File: config.mk
export PLATFORM = sky130hd
export DESIGN_NAME = memdump_axi
export DESIGN_NICKNAME = d
export VERILOG_FILES = /design/src/rtl/memdump_axi.sv
export SDC_FILE = /design/constraint.sdc
export NUM_CORES = 1
export LEC_CHECK = 0
export CAP_MARGIN = 20
export CORE_MARGIN = 5
export CORE_UTILIZATION = 53
export CTS_BUF_LIST = sky130_fd_sc_hd__clkbuf_4
export DETAILED_ROUTE_END_ITERATION = 8
export PLACE_DENSITY = 0.86
export SLEW_MARGIN = 20
export SYNTH_ARGS = -nofsm -noshare
export SYNTH_HDL_FRONTEND = slang
export SYNTH_SLANG_ARGS = --single-unit
File: constraint.sdc
create_clock -name clk -period 6.7 [get_ports clk]
set_clock_uncertainty 0.2 [all_clocks]
set_input_delay 2.01 -clock clk [delete_from_list [all_inputs] [get_ports clk]]
set_output_delay 2.01 -clock clk [all_outputs]
set_load 0.02 [all_outputs]
File: src/rtl/memdump_axi.sv
`timescale 1ns/1ps
`default_nettype none
// ============================================================================
// Module   : memdump_axi
// Function : Reads a block of 32-bit words over AXI-lite read channels and
//            streams them LSB-byte first as 8N1 UART bytes on utx.
// Revision : 1.0  initial release
// ============================================================================
module memdump_axi #(
    parameter logic [15:0] CLKS_PER_BIT = 16'd83,
    parameter int          DATA_WIDTH   = 32
) (
    input  logic                  clk,
    input  logic                  rst,
    input  logic                  start,
    input  logic [31:0]           base_addr,
    input  logic [15:0]           word_count,
    output logic [31:0]           axi_araddr,
    output logic                  axi_arvalid,
    input  logic                  axi_arready,
    input  logic [DATA_WIDTH-1:0] axi_rdata,
    input  logic                  axi_rvalid,
    output logic                  axi_rready,
    output logic                  utx,
    output logic                  busy,
    output logic                  done
);

    typedef enum logic [2:0] {
        S_IDLE = 3'd0,
        S_AR   = 3'd1,
        S_R    = 3'd2,
        S_TX   = 3'd3,
        S_DONE = 3'd4
    } state_t;

    localparam logic [3:0] c_STOP_IDX = 4'd9;

    state_t                r_state;
    state_t                w_next;
    logic [31:0]           r_addr;
    logic [15:0]           r_remaining;
    logic [DATA_WIDTH-1:0] r_shift;
    logic [15:0]           r_clk_cnt;
    logic [3:0]            r_bit_idx;
    logic [1:0]            r_byte_idx;

    logic                  w_bit_end;
    logic                  w_byte_end;
    logic                  w_word_end;
    logic [3:0]            w_bit_m1;
    logic                  w_tx_bit;

    assign w_bit_end  = (r_clk_cnt == CLKS_PER_BIT - 16'd1);
    assign w_byte_end = w_bit_end && (r_bit_idx == c_STOP_IDX);
    assign w_word_end = w_byte_end && (r_byte_idx == 2'd3);
    assign w_bit_m1   = r_bit_idx - 4'd1;

    // Frame position 0 is the start bit, 1..8 data (LSB first), 9 the stop bit.
    always_comb begin
        w_tx_bit = 1'b1;
        if (r_bit_idx == 4'd0) begin
            w_tx_bit = 1'b0;
        end else if (r_bit_idx != c_STOP_IDX) begin
            w_tx_bit = r_shift[w_bit_m1[2:0]];
        end
    end

    assign axi_araddr = r_addr;

    always_ff @(posedge clk) begin
        if (rst) begin
            r_state <= S_IDLE;
        end else begin
            r_state <= w_next;
        end
    end

    always_comb begin
        w_next      = r_state;
        axi_arvalid = 1'b0;
        axi_rready  = 1'b0;
        busy        = 1'b0;
        done        = 1'b0;
        utx         = 1'b1;
        case (r_state)
            S_IDLE: begin
                if (start) begin
                    w_next = (word_count != 16'd0) ? S_AR : S_DONE;
                end
            end
            S_AR: begin
                axi_arvalid = 1'b1;
                busy        = 1'b1;
                if (axi_arready) begin
                    w_next = S_R;
                end
            end
            S_R: begin
                axi_rready = 1'b1;
                busy       = 1'b1;
                if (axi_rvalid) begin
                    w_next = S_TX;
                end
            end
            S_TX: begin
                busy = 1'b1;
                utx  = w_tx_bit;
                // The last word is the one that drains the counter to zero.
                if (w_word_end) begin
                    w_next = (r_remaining == 16'd1) ? S_DONE : S_AR;
                end
            end
            S_DONE: begin
                done   = 1'b1;
                w_next = S_IDLE;
            end
            default: begin
                w_next = S_IDLE;
            end
        endcase
    end

    always_ff @(posedge clk) begin
        if (rst) begin
            r_addr      <= 32'd0;
            r_remaining <= 16'd0;
            r_shift     <= '0;
            r_clk_cnt   <= 16'd0;
            r_bit_idx   <= 4'd0;
            r_byte_idx  <= 2'd0;
        end else begin
            case (r_state)
                S_IDLE: begin
                    if (start) begin
                        r_addr      <= base_addr;
                        r_remaining <= word_count;
                    end
                end
                S_R: begin
                    if (axi_rvalid) begin
                        r_shift    <= axi_rdata;
                        r_clk_cnt  <= 16'd0;
                        r_bit_idx  <= 4'd0;
                        r_byte_idx <= 2'd0;
                    end
                end
                S_TX: begin
                    if (w_bit_end) begin
                        r_clk_cnt <= 16'd0;
                        if (r_bit_idx == c_STOP_IDX) begin
                            r_bit_idx  <= 4'd0;
                            r_byte_idx <= r_byte_idx + 2'd1;
                            r_shift    <= r_shift >> 8;
                            if (r_byte_idx == 2'd3) begin
                                r_remaining <= r_remaining - 16'd1;
                                r_addr      <= r_addr + 32'd4;
                            end
                        end else begin
                            r_bit_idx <= r_bit_idx + 4'd1;
                        end
                    end else begin
                        r_clk_cnt <= r_clk_cnt + 16'd1;
                    end
                end
                default: begin
                end
            endcase
        end
    end

endmodule
`default_nettype wire

### Word-level counts from Yosys, hierarchy flattened

Index checks and enable logic that the tools add are counted.

* flip-flop bits (word level): 105
* output and inout bits: 37

* equality and inequality tests: 16
* $lt $le $gt $ge: 1
* muxes and demuxes: 41
* add/subtract/negate cells: 6
* reduce and logical (&&, ||, !) cells: 13

Operators with widths (number)
* 32-bit two-way mux: 7
* 32-bit one-hot mux with 2 select lines: 2
* 16-bit two-way mux: 6
* 16-bit one-hot mux with 2 select lines: 2
* 32-bit by 3-bit adder with 32-bit output, second input constant: 1
* 3-bit two-way mux: 6
* 16-bit by 1-bit adder with 16-bit output, second input constant: 1
* 16-bit by 1-bit equality test with 1-bit output, second input constant: 1
* 16-bit by 7-bit equality test with 1-bit output, second input constant: 1
* 16-bit nonzero test: 1
* 16-bit by 1-bit subtractor with 16-bit output, second input constant: 1
* 2-bit inequality test, second input constant: 7
* 4-bit two-way mux: 3
* 3-bit one-hot mux with 4 select lines: 1
* 1-bit two-way mux: 8
* 4-bit one-hot mux with 2 select lines: 1
* 4-bit AND reduction: 2
* 3-bit by 2-bit equality test with 1-bit output, second input constant: 2
* 3-bit by 6-bit less-than comparator with 1-bit output, second input constant: 1
* 2-bit two-way mux: 3
* 5-bit AND reduction: 1
* 4-bit by 1-bit adder with 4-bit output, second input constant: 1
* 4-bit equality test, second input constant: 1
* 4-bit zero test: 1
* 14 further kinds: 16

### Depth between registers and ports, before layout

* depth in word-level cells: 6
* gate-level depth with buffers: 10
* mapped depth without buffers: 8

### Worst setup path after synthesis

Ideal clock, no wire load.

* kind: register to output
* start: reg r_bit_idx[0]
* end: out utx
* cell stages (with the launch flop): 8
* arrival time: 1.578 ns
* slack: 2.912 ns
* cell sequence: dfxtp_1 -> inv_1 -> ha_1 -> mux4_2 -> nand3_1 -> o21ai_0 -> o21ai_0 -> nand2_1

* cells in the longest elaborated chain, start to end: 6
* elaborated cells between the ends (all ways): 8
* classes of those cells: add/sub: 1; eq/ne: 1; mux: 5; reduce/logical: 1

Ends and longest elaborated chain
* from (decl): RTL line 45 `logic [3:0] r_bit_idx;`
* from (signal assigned): RTL line 160 `r_bit_idx <= r_bit_idx + 4'd1;`
* 3-bit by 1-bit subtractor with 3-bit output: RTL line 57 `assign w_bit_m1 = r_bit_idx - 4'd1;`
* 1-bit binary-select mux with 3-bit select: RTL line 65 `w_tx_bit = r_shift[w_bit_m1[2:0]];`
* 1-bit two-way mux (implied by the code): RTL line 65
* 1-bit two-way mux: RTL line 64 `end else if (r_bit_idx != c_STOP_IDX) begin`
* 1-bit two-way mux *: RTL line 62 `if (r_bit_idx == 4'd0) begin`
* 1-bit two-way mux *: RTL line 86 `case (r_state)`
* to (decl): RTL line 24 `output logic utx,`

Every way passes the cells marked *; elsewhere a longest branch is shown, timed or not. The select of a mux whose other input is x is not followed.

### Worst setup path after layout

* start: reg r_state[1]
* end: out utx

* cells in the longest elaborated chain, start to end: 2

Ends and longest elaborated chain
* from (decl): RTL line 39 `state_t r_state;`
* from (signal assigned): RTL line 75 `r_state <= w_next;`
* 3-bit by 2-bit equality test with 1-bit output: RTL line 86
* 1-bit two-way mux: RTL line 86

No other way between the ends.

==> metrics.txt <==
status=finished clean; largest net degree at the start of global routing=just under 90; Reg2Reg Depth=8; # port buffers=between 100 and 150; post-synth top area cell=dfxtp_1; H-Tree Depth=3; Syn Inst Count=between 700 and 800; setup tns final=0 ps; Arrival @ worst endpoint=2740 ps; Max Root-Sink Buffers=2; layout cell share with drive strength beyond 1=0.0424; drt total wl=about 17000 um; Initial DRT Pass Iterations=5; met3 usage=0.0370; Synth Warn #=0; initial antenna violation count=1; Die Span X=about 110 um; kind of critical path=reg -> out; combinational power share=0.274; Seq/Total Area, Yosys=0.366; RSZ-0062 raised after global routing=no; Final period util=0.739; min-delay src=r_shift[31]; Setup Buffers After CTS=0; dpl ws=2270 ps; Seq pwr share=0.512; Post-Layout Cell Count=1014; number of routed nets with antenna violations=0; DR DRC count=0; dominant synthesized flop cell=dfxtp_1; CTS Buf Count=9; vias post-DR=6236; effective utilization at floorplan=0.534; Tightest Pin Transition=between 1000 and 1500 ps; CTS root buf=clkbuf_4; Crit. End Element=primary output; R2R Path End=axi_araddr[15]; LEAKAGE=~2.4 nW; final hold vios=0; Final Critical Period=4950 ps; maximum operating frequency=roughly 200 MHz; Post-synth EDFFs=0; Iteration-0 DRC Markers=approximately 660; FFs w/ async S/R, synth=0; CP Launch Type=flip-flop; fill cell count=954; drt wl/cell=~17 um; synth unique cells=54; vias in the first global route=5739; fin. max-slew vios=0; Die H=around 110 um; crit-path max FO=40; Sink Count=~110; CTS tree=done; Clk pin slew, worst setup/hold paths=170 ps; Internal=slightly above 0.9 mW; first-pass GRT wire length=~27000 um; row cnt=38; GRT Overall Usage=0.248; syn nets=879; MaxCap Viol Count=0; Skew-Pair Late Insertion Delay=460 ps; switching power=approximately 0.50 mW; R2R Path Start=r_state[1]; count leader, synth=nand2_1; post-CTS resize count=0; met2 Use GR=0.406; synthesis-to-finish area growth=24.0%; I/O pin count=122; Sw Share=0.351; worst hold path depth=2; post-synth design cell area=5740 um2; vias per cell=approximately 6.1; Slowest cell on crit path=dfxtp_1; die area=between 10000 and 15000 um2; setup slack, reg-to-reg=3430 ps; Pwr per Cell Area=200 nW/um2; CP Data Required Time=between 4000 and 5000 ps; post-DP HPWL=~12000 um; Placed Instances=between 900 and 1000; met1 Usage GRT=0.339; setup violators final=0; Hold WS=~260 ps; Top Usage Layer GRT=met2; fin nets=963; Max stage delay on crit path=about 570 ps; Setup WS post-layout=~1700 ps; top area cells in the synthesized netlist=dfxtp_1, nand2_1, a21oi_1, nor2_1, o21ai_0; syn avg cell area=about 7.3 um2; Worst slew margin=0.269; Synth top cells by count=nand2_1, dfxtp_1, nor2_1; clock network power share=0.215; critical path cell sequence=nor2b_1 -> nand2_4 -> nor2_1 -> nand2_1 -> clkdlybuf4s50_1; Worst Hold Class=reg -> reg; GP Congestion=0.917; remaining global-route overflow=0; hold buffer count at CTS=0; top cell type's share of synthesized area=0.366; core region area=between 10000 and 15000 um2; Hold EP=r_shift[31]; Max VDD drop=roughly 0.13 mV; Tot Pwr=1.43 mW; Yosys reg bits=roughly 110
final cells by class:
cell class	instances	area (um2)	area share
multi-input combinational	611	3400	0.478
tap	140	175	0.0246
inverter	13	48.8	0.00686
timing repair buffer	129	1270	0.178
clock buffer	9	67.6	0.00950
sequential	105	2100	0.295
clock inverter	6	52.6	0.00739
antenna	1	2.50	0.000352
worst max path at each step:
stage                 startpoint  cells past startpoint            to  slack (ps)
global route          r_state[1]                      5           utx        1580
global placement      axi_rvalid                      6  r_bit_idx[3]        2380
floorplan           r_bit_idx[0]                      7           utx        2910
finish                r_state[1]                      5           utx        1750
CTS                   r_state[1]                      5           utx        1760
detailed placement    r_state[1]                      5           utx        2270
worst max-delay path: cells and delay by family, from the launching register on:
kind	cells	cell delay, ps
simple gates	4	1150
flops	1	570
buf+inv	1	560
power groups by stage:
stage,clock network [mW],registers (mW),logic (mW)
final,0.306,0.729,0.390
after global routing,0.329,0.736,0.427
after CTS,0.305,0.727,0.388
after detailed placement,0,0.740,0.386
after global placement,0,0.737,0.373
after floorplan,0,0.746,0.215
flip-flops by register name, indices dropped and copies added, names as in the netlist:
register     cells
axi_araddr      32
r_state          3
r_shift         32
r_bit_idx        4
r_remaining     16
r_clk_cnt       16
r_byte_idx       2
kinds of logic (layout without fill, tap and decap cells):
family / after synthesis / in the layout / synth area share
DFF: 105 / 105 / 0.366
AOI/OAI and AO/OA: 228 / 228 / 0.253
other: 0 / 1 / 0
and+or+nand+nor: 366 / 366 / 0.295
muxes: 7 / 7 / 0.0166
adders and majority gates: 9 / 9 / 0.0196
xor gates and xnor gates: 1 / 1 / 0.00153
buffers and inverters: 69 / 157 / 0.0473
per-stage QoR:
step	cell area [um2]	util
4_1_cts	7110	0.662
2_1_floorplan	5740	-
3_5_place_dp	6990	0.651
6_report	7120	0.662
5_1_grt	7120	0.662
3_3_place_gp	6990	0.651
placed cells by master (no fill, tap or decap), drive strengths merged, types with 6 or more instances in the layout:
cell type	instances
nor2	88
nor4	17
ha	9
or4	6
and2	8
a21oi	67
and3	6
nand3	30
o21ai	62
nand2	153
o31ai	9
or3	7
nand4	13
clkdlybuf4s50	120
a31oi	10
dfxtp	105
inv	15
buf	9
a311oi	33
nor3	20
clkbuf	9
a22oi	12
routing by layer:
layer,part of all wire,routed length [um],vias to the layer above
met4,0.019,311,0
li1,-,-,3024
met2,0.49,8120,274
met5,0,0,-
met1,0.42,7100,2906
met3,0.072,1200,32
Power figures use the tool's default switching activity.
